[src/rtl/rf_wr_arbiter.sv]
// Register file with round-robin multi-source write arbiter; write/ack visible 1 cycle after grant.
// Losers hold req/sel/data until acked; reads are combinational with no write bypass.
module rf_wr_arbiter #(
  parameter int data_width    = 32,
  parameter int num_regs      = 32,
  parameter int num_srcs      = 4,
  parameter int reg_sel_width = $clog2(num_regs),
  parameter int src_sel_width = $clog2(num_srcs)
) (
  input  logic                              clk,
  input  logic                              rst,
  input  logic [num_srcs-1:0]               wr_req,
  input  logic [num_srcs*reg_sel_width-1:0] wr_sel,
  input  logic [num_srcs*data_width-1:0]    wr_data,
  output logic [num_srcs-1:0]               wr_ack,
  input  logic [reg_sel_width-1:0]          rd_sel0,
  output logic [data_width-1:0]             rd_data0,
  input  logic [reg_sel_width-1:0]          rd_sel1,
  output logic [data_width-1:0]             rd_data1
);

  localparam int NumSlots = 1 << reg_sel_width;
  localparam logic [src_sel_width:0] NumSrcsW = (src_sel_width + 1)'(num_srcs);

  logic [data_width-1:0]    regs_q [NumSlots];
  logic [num_srcs-1:0]      ack_q, ack_d, elig;
  logic [src_sel_width-1:0] ptr_q, ptr_d, gnt_idx, cand;
  logic [src_sel_width:0]   sum;
  logic                     gnt_vld, wr_en;
  logic [reg_sel_width-1:0] gnt_sel;
  logic [data_width-1:0]    gnt_data;
  logic [reg_sel_width-1:0] sel_arr  [num_srcs];
  logic [data_width-1:0]    data_arr [num_srcs];
  logic [NumSlots-1:0]      writable;

  // Slot 0 and slots beyond num_regs are never written, so they read as their reset value 0.
  for (genvar r = 0; r < NumSlots; r++) begin : g_wmask
    assign writable[r] = (r != 0) && (r < num_regs);
  end

  for (genvar i = 0; i < num_srcs; i++) begin : g_unpack
    assign sel_arr[i]  = wr_sel[i*reg_sel_width +: reg_sel_width];
    assign data_arr[i] = wr_data[i*data_width +: data_width];
  end

  always_comb begin
    elig    = wr_req & ~ack_q;
    gnt_vld = 1'b0;
    gnt_idx = '0;
    sum     = '0;
    cand    = '0;
    for (int k = 1; k <= num_srcs; k++) begin
      sum = {1'b0, ptr_q} + (src_sel_width + 1)'(k);
      if (sum >= NumSrcsW) sum = sum - NumSrcsW;
      cand = sum[src_sel_width-1:0];
      if (!gnt_vld && elig[cand]) begin
        gnt_vld = 1'b1;
        gnt_idx = cand;
      end
    end
  end

  always_comb begin
    ack_d    = '0;
    ptr_d    = ptr_q;
    gnt_sel  = sel_arr[gnt_idx];
    gnt_data = data_arr[gnt_idx];
    wr_en    = gnt_vld && writable[gnt_sel];
    if (gnt_vld) begin
      ack_d[gnt_idx] = 1'b1;
      ptr_d          = gnt_idx;
    end
  end

  always_ff @(posedge clk) begin
    if (rst) begin
      ack_q <= '0;
      ptr_q <= src_sel_width'(num_srcs - 1);
      for (int r = 0; r < NumSlots; r++) regs_q[r] <= '0;
    end else begin
      ack_q <= ack_d;
      ptr_q <= ptr_d;
      if (wr_en) regs_q[gnt_sel] <= gnt_data;
    end
  end

  assign wr_ack   = ack_q;
  assign rd_data0 = regs_q[rd_sel0];
  assign rd_data1 = regs_q[rd_sel1];

endmodule
[config.mk]
export PLATFORM = sky130hd
export DESIGN_NAME = rf_wr_arbiter
export DESIGN_NICKNAME = d
export VERILOG_FILES = /design/src/rtl/rf_wr_arbiter.sv
export SDC_FILE = /design/constraint.sdc
export NUM_CORES = 2
export LEC_CHECK = 0
export CAP_MARGIN = 20
export CELL_PAD_IN_SITES_DETAIL_PLACEMENT = 1
export CELL_PAD_IN_SITES_GLOBAL_PLACEMENT = 2
export CORE_MARGIN = 10
export CORE_UTILIZATION = 25
export DETAILED_ROUTE_END_ITERATION = 8
export PLACE_DENSITY_LB_ADDON = 0.12
export SLEW_MARGIN = 40
export SYNTH_ARGS = -nofsm -noshare
export SYNTH_HDL_FRONTEND = slang
export SYNTH_SLANG_ARGS = --single-unit
export TNS_END_PERCENT = 20
[constraint.sdc]
create_clock -name clk -period 6.5 [get_ports clk]
set_input_delay 1.3 -clock clk [delete_from_list [all_inputs] [get_ports clk]]
set_output_delay 1.3 -clock clk [all_outputs]
set_load 0.05 [all_outputs]
==> results.py <==
metrics = {
    "status": {
        "outcome": "completed",
    },
    "worst_setup_path": {
        "startpoint": "rd_sel1[0]",
        "critPathMaxFanout": 34,
        "cp_slowest_stage_delay_ns": 0.74,
        "cp_common_cell": "sky130_fd_sc_hd__mux4_2",
        "r2r_start": "wr_ack[1]",
        "crit_path_top_delay_cell": "sky130_fd_sc_hd__clkdlybuf4s50_1",
        "worst-r2r-cell-count": 8,
        "critical_path.cell_chain": "buf_8 -> buf_12 -> mux4_2 -> mux4_2 -> mux2_2 -> clkdlybuf4s50_1",
        "crit_arrival_ns": 4.32,
        "critPathCapture": "rd_data1[4]",
        "reg2reg_setup_slack_ns": 2.70,
        "path_class": "in -> out",
        "critical_path_required_time_ns": 5.20,
        "rr_endpoint": "regs_q[10][16]",
        "setup.worst_path.end_class": "output pin",
        "worst_setup_path_start_kind": "input pin",
    },
    "power_and_ir_drop": {
        "power.share.clock": 0.346,
        "power.net_switching_mw": 7.78,
        "power-per-cell-area_nw_per_um2": 302,
        "comb_power_share": 0.283,
        "irDropWorstVdd_mv": 0.269,
        "seq_power_share": 0.371,
        "cellInternalPower_mw": 13.6,
        "sw_frac_of_total": 0.364,
        "static-leakage-power_nw": 21.3,
    },
    "synthesis": {
        "yosys.area_share.xor_xnor": 0,
        "synth_sequential_area_ratio": 0.515,
        "synth-compound-area-share": 0.00522,
        "yosys_warn_count": 0,
        "postSynthRegisterBits": 1030,
        "synth_top_cell_area_share": 0.513,
        "asyncSetResetFlopFracSynth": 0,
        "synthDominantAreaCellType": "sky130_fd_sc_hd__edfxtp_1",
        "ys.flop_type": "sky130_fd_sc_hd__edfxtp_1",
        "cell_count_after_synthesis": 3568,
        "netlist_top_cells_count": "sky130_fd_sc_hd__edfxtp_1, sky130_fd_sc_hd__mux4_2, sky130_fd_sc_hd__nor3_1, sky130_fd_sc_hd__nor4_2, sky130_fd_sc_hd__clkbuf_1",
        "synth-simple-area-share": 0.155,
        "synth.lib_cells_used.distinct": 43,
        "synth.mux.area_fraction": 0.278,
        "largest_family_of_logic_cells_by_synthesized_area": "multiplexers",
        "synthesis.area_um2": 59900,
        "post_synth_fa_ha_maj_area_fraction": 0,
        "synthTopCellsByArea": "sky130_fd_sc_hd__edfxtp_1, sky130_fd_sc_hd__mux4_2, sky130_fd_sc_hd__nor4_2",
        "synth_most_common_cell": "sky130_fd_sc_hd__edfxtp_1",
        "synth-edff-count": 1024,
        "synth_area_per_cell_um2": 16.8,
    },
    "detailed_routing": {
        "vias_per_cell": 5.47,
        "routed-via-count": 37800,
        "route.detailed.drc": 0,
        "drt-initial-drc-count": 2946,
        "drt.antenna.violating_nets": 0,
        "drt-pass1-iter-count": 5,
        "drt_wl_total_um": 257000,
        "wl_per_cell_um": 37.1,
    },
    "clocking": {
        "cts.reportedPaths.clkPinSlew_ns": 0.06,
        "cts.htree.levels": 4,
        "clk_sink_count": 1030,
        "max-clock-path-buffers": 3,
        "cts-buffers-inserted": 138,
        "cts_setup_buffers": 0,
        "clkLatencyLatePin_ns": 0.83,
        "number_of_hold_buffers_added_after_cts": 0,
        "cts.root.buffer_cell": "sky130_fd_sc_hd__clkbuf_16",
        "cts_tree": "built",
        "resized_after_cts": 0,
    },
    "cells_and_area": {
        "design.final.nets": 3804,
        "area_growth_pct": 18.1,
        "share_of_layout_cells_above_drive_strength_1": 0.465,
        "sequential_area_um2": 30900,
        "area_of_combinational_cells_with_multiple_inputs_um2": 26900,
        "fill_cells": 24500,
    },
    "floorplanning": {
        "initial_utilization": 0.252,
        "die_h_um": 510,
        "placementRows": 179,
        "die_width_um": 510,
        "die-area_um2": 260000,
        "fp.coreArea_um2": 238000,
        "io-pin-count": 232,
    },
    "timing": {
        "fin_crit_sh": 0.864,
        "timing_worst_slew_pin_value_ns": 1.00,
        "rsz_0062_raised_after_global_routing": "false",
        "worst_hold_margin_ns": 0.625,
        "timing.max_slew.rel_slack": 0.332,
        "setup-tns-final_ns": 0,
        "timing.clock.skew_ns": 0.0334,
        "setup_viol_count_final": 0,
        "final_period_minus_worst_setup_slack_ns": 5.62,
        "fmax_mhz": 178,
        "finalHoldViolations": 0,
        "final_max_slew_viol_count": 0,
    },
    "grt": {
        "grt_first_pass_wirelength_um": 356000,
        "grt_usage": 0.194,
        "grt_remaining_overflow": 0,
        "grt_antenna_before_repair": 10,
        "largest_net_degree_at_the_start_of_global_routing": 119,
        "grt_pass1_vias": 40900,
    },
    "hold_path": {
        "whs_path_depth": 2,
        "hold_class": "reg -> reg",
    },
    "place": {
        "gp_weighted_congestion": 0.726,
        "detailed_place_hpwl_um": 154000,
        "port_buffers": 231,
    },
    "flow_run": {
        "number_of_maximum_capacitance_violations": 0,
    },
}
==> sequential cells by signal, summed over array words and instances (netlist names) <==
| signal | cells |
|---|---|
| ptr_q | 2 |
| wr_ack | 4 |
| regs_q | 1024 |
==> worst max-delay path, delay by kind of cell <==
family	cells	cell delay (ns)
buffers and inverters	3	1.42
multiplexers	3	1.46
==> power by group through the flow <==
stage	clock network [mW]	logic, mW	registers [mW]
after global placement	0	6.05	8.06
after CTS	7.60	6.15	7.93
after detailed placement	0	6.13	8.07
after floorplan	0	3.88	8.01
final	7.42	6.05	7.93
after global routing	7.81	6.33	7.98
==> per-stage QoR <==
step	cell area, µm²	utilization	power, mW	std cells	setup slack (ns)
5_1_grt	70800	0.297	22.1	6911	0.772
2_1_floorplan	60000	-	11.9	3599	0.683
4_1_cts	70700	0.297	21.7	6908	0.822
6_report	70800	0.297	21.4	6913	0.883
3_3_place_gp	66300	0.278	14.1	6661	0.818
3_5_place_dp	66500	0.279	14.2	6665	0.824
==> kinds of logic (layout without fill, tap and decap cells) <==
| group | Yosys count | after routing |
|---|---|---|
| buf+inv | 550 | 694 |
| simple gates | 1094 | 1094 |
| mux | 848 | 848 |
| flops | 1030 | 1030 |
| other cells | 1 | 35 |
| compound gates | 45 | 45 |
==> metal layers <==
metal / routed length (µm) / up-vias / global-route usage
li1: - / 15200 / -
met1: 116000 / 21300 / 0.267
met2: 126000 / 1021 / 0.329
met3: 9790 / 257 / 0.0231
met4: 4930 / 0 / 0.0421
met5: 0 / - / 0
==> cell usage in the layout (no fill, tap or decap), types with 3 or more instances in the layout <==
cell	instances
sky130_fd_sc_hd__clkdlybuf4s50_1	198
sky130_fd_sc_hd__conb_1	32
sky130_fd_sc_hd__o21ai_4	17
sky130_fd_sc_hd__diode_2	3
sky130_fd_sc_hd__nand2b_1	18
sky130_fd_sc_hd__dfxtp_1	6
sky130_fd_sc_hd__mux2i_1	95
sky130_fd_sc_hd__nor2_1	34
sky130_fd_sc_hd__mux2_4	39
sky130_fd_sc_hd__inv_1	6
sky130_fd_sc_hd__inv_16	4
sky130_fd_sc_hd__o31ai_4	15
sky130_fd_sc_hd__buf_12	63
sky130_fd_sc_hd__inv_6	8
sky130_fd_sc_hd__nand2_1	8
sky130_fd_sc_hd__buf_16	5
sky130_fd_sc_hd__buf_8	5
sky130_fd_sc_hd__mux4_2	640
sky130_fd_sc_hd__clkbuf_1	44
sky130_fd_sc_hd__clkbuf_16	140
sky130_fd_sc_hd__nor3_2	72
sky130_fd_sc_hd__clkinv_1	19
sky130_fd_sc_hd__buf_6	6
sky130_fd_sc_hd__clkinv_2	17
sky130_fd_sc_hd__nor4_2	448
sky130_fd_sc_hd__nor3_1	465
sky130_fd_sc_hd__mux2_2	73
sky130_fd_sc_hd__nor4_1	36
sky130_fd_sc_hd__o21ai_0	3
sky130_fd_sc_hd__edfxtp_1	1024
sky130_fd_sc_hd__buf_4	167
sky130_fd_sc_hd__bufinv_16	6
==> worst min path at each step <==
stage             start  endpoint  slack [ns]
2_1_floorplan  ptr_q[1]  ptr_q[1]        0.55
3_3_place_gp   ptr_q[1]  ptr_q[1]        0.61
3_5_place_dp   ptr_q[1]  ptr_q[1]        0.61
4_1_cts        ptr_q[1]  ptr_q[1]        0.62
5_1_grt        ptr_q[1]  ptr_q[1]        0.65
6_report       ptr_q[1]  ptr_q[1]        0.63
==> cell type report <==
cell class	instances	area share
clock buffer	184	0.0518
multi-input combinational	2019	0.380
clock inverter	59	0.00776
sequential	1030	0.436
inverter	7	0.000371
antenna	3	0.000106
timing repair buffer	444	0.0675
tap	3167	0.0560
Note: power is estimated with default switching activity, not from simulation.
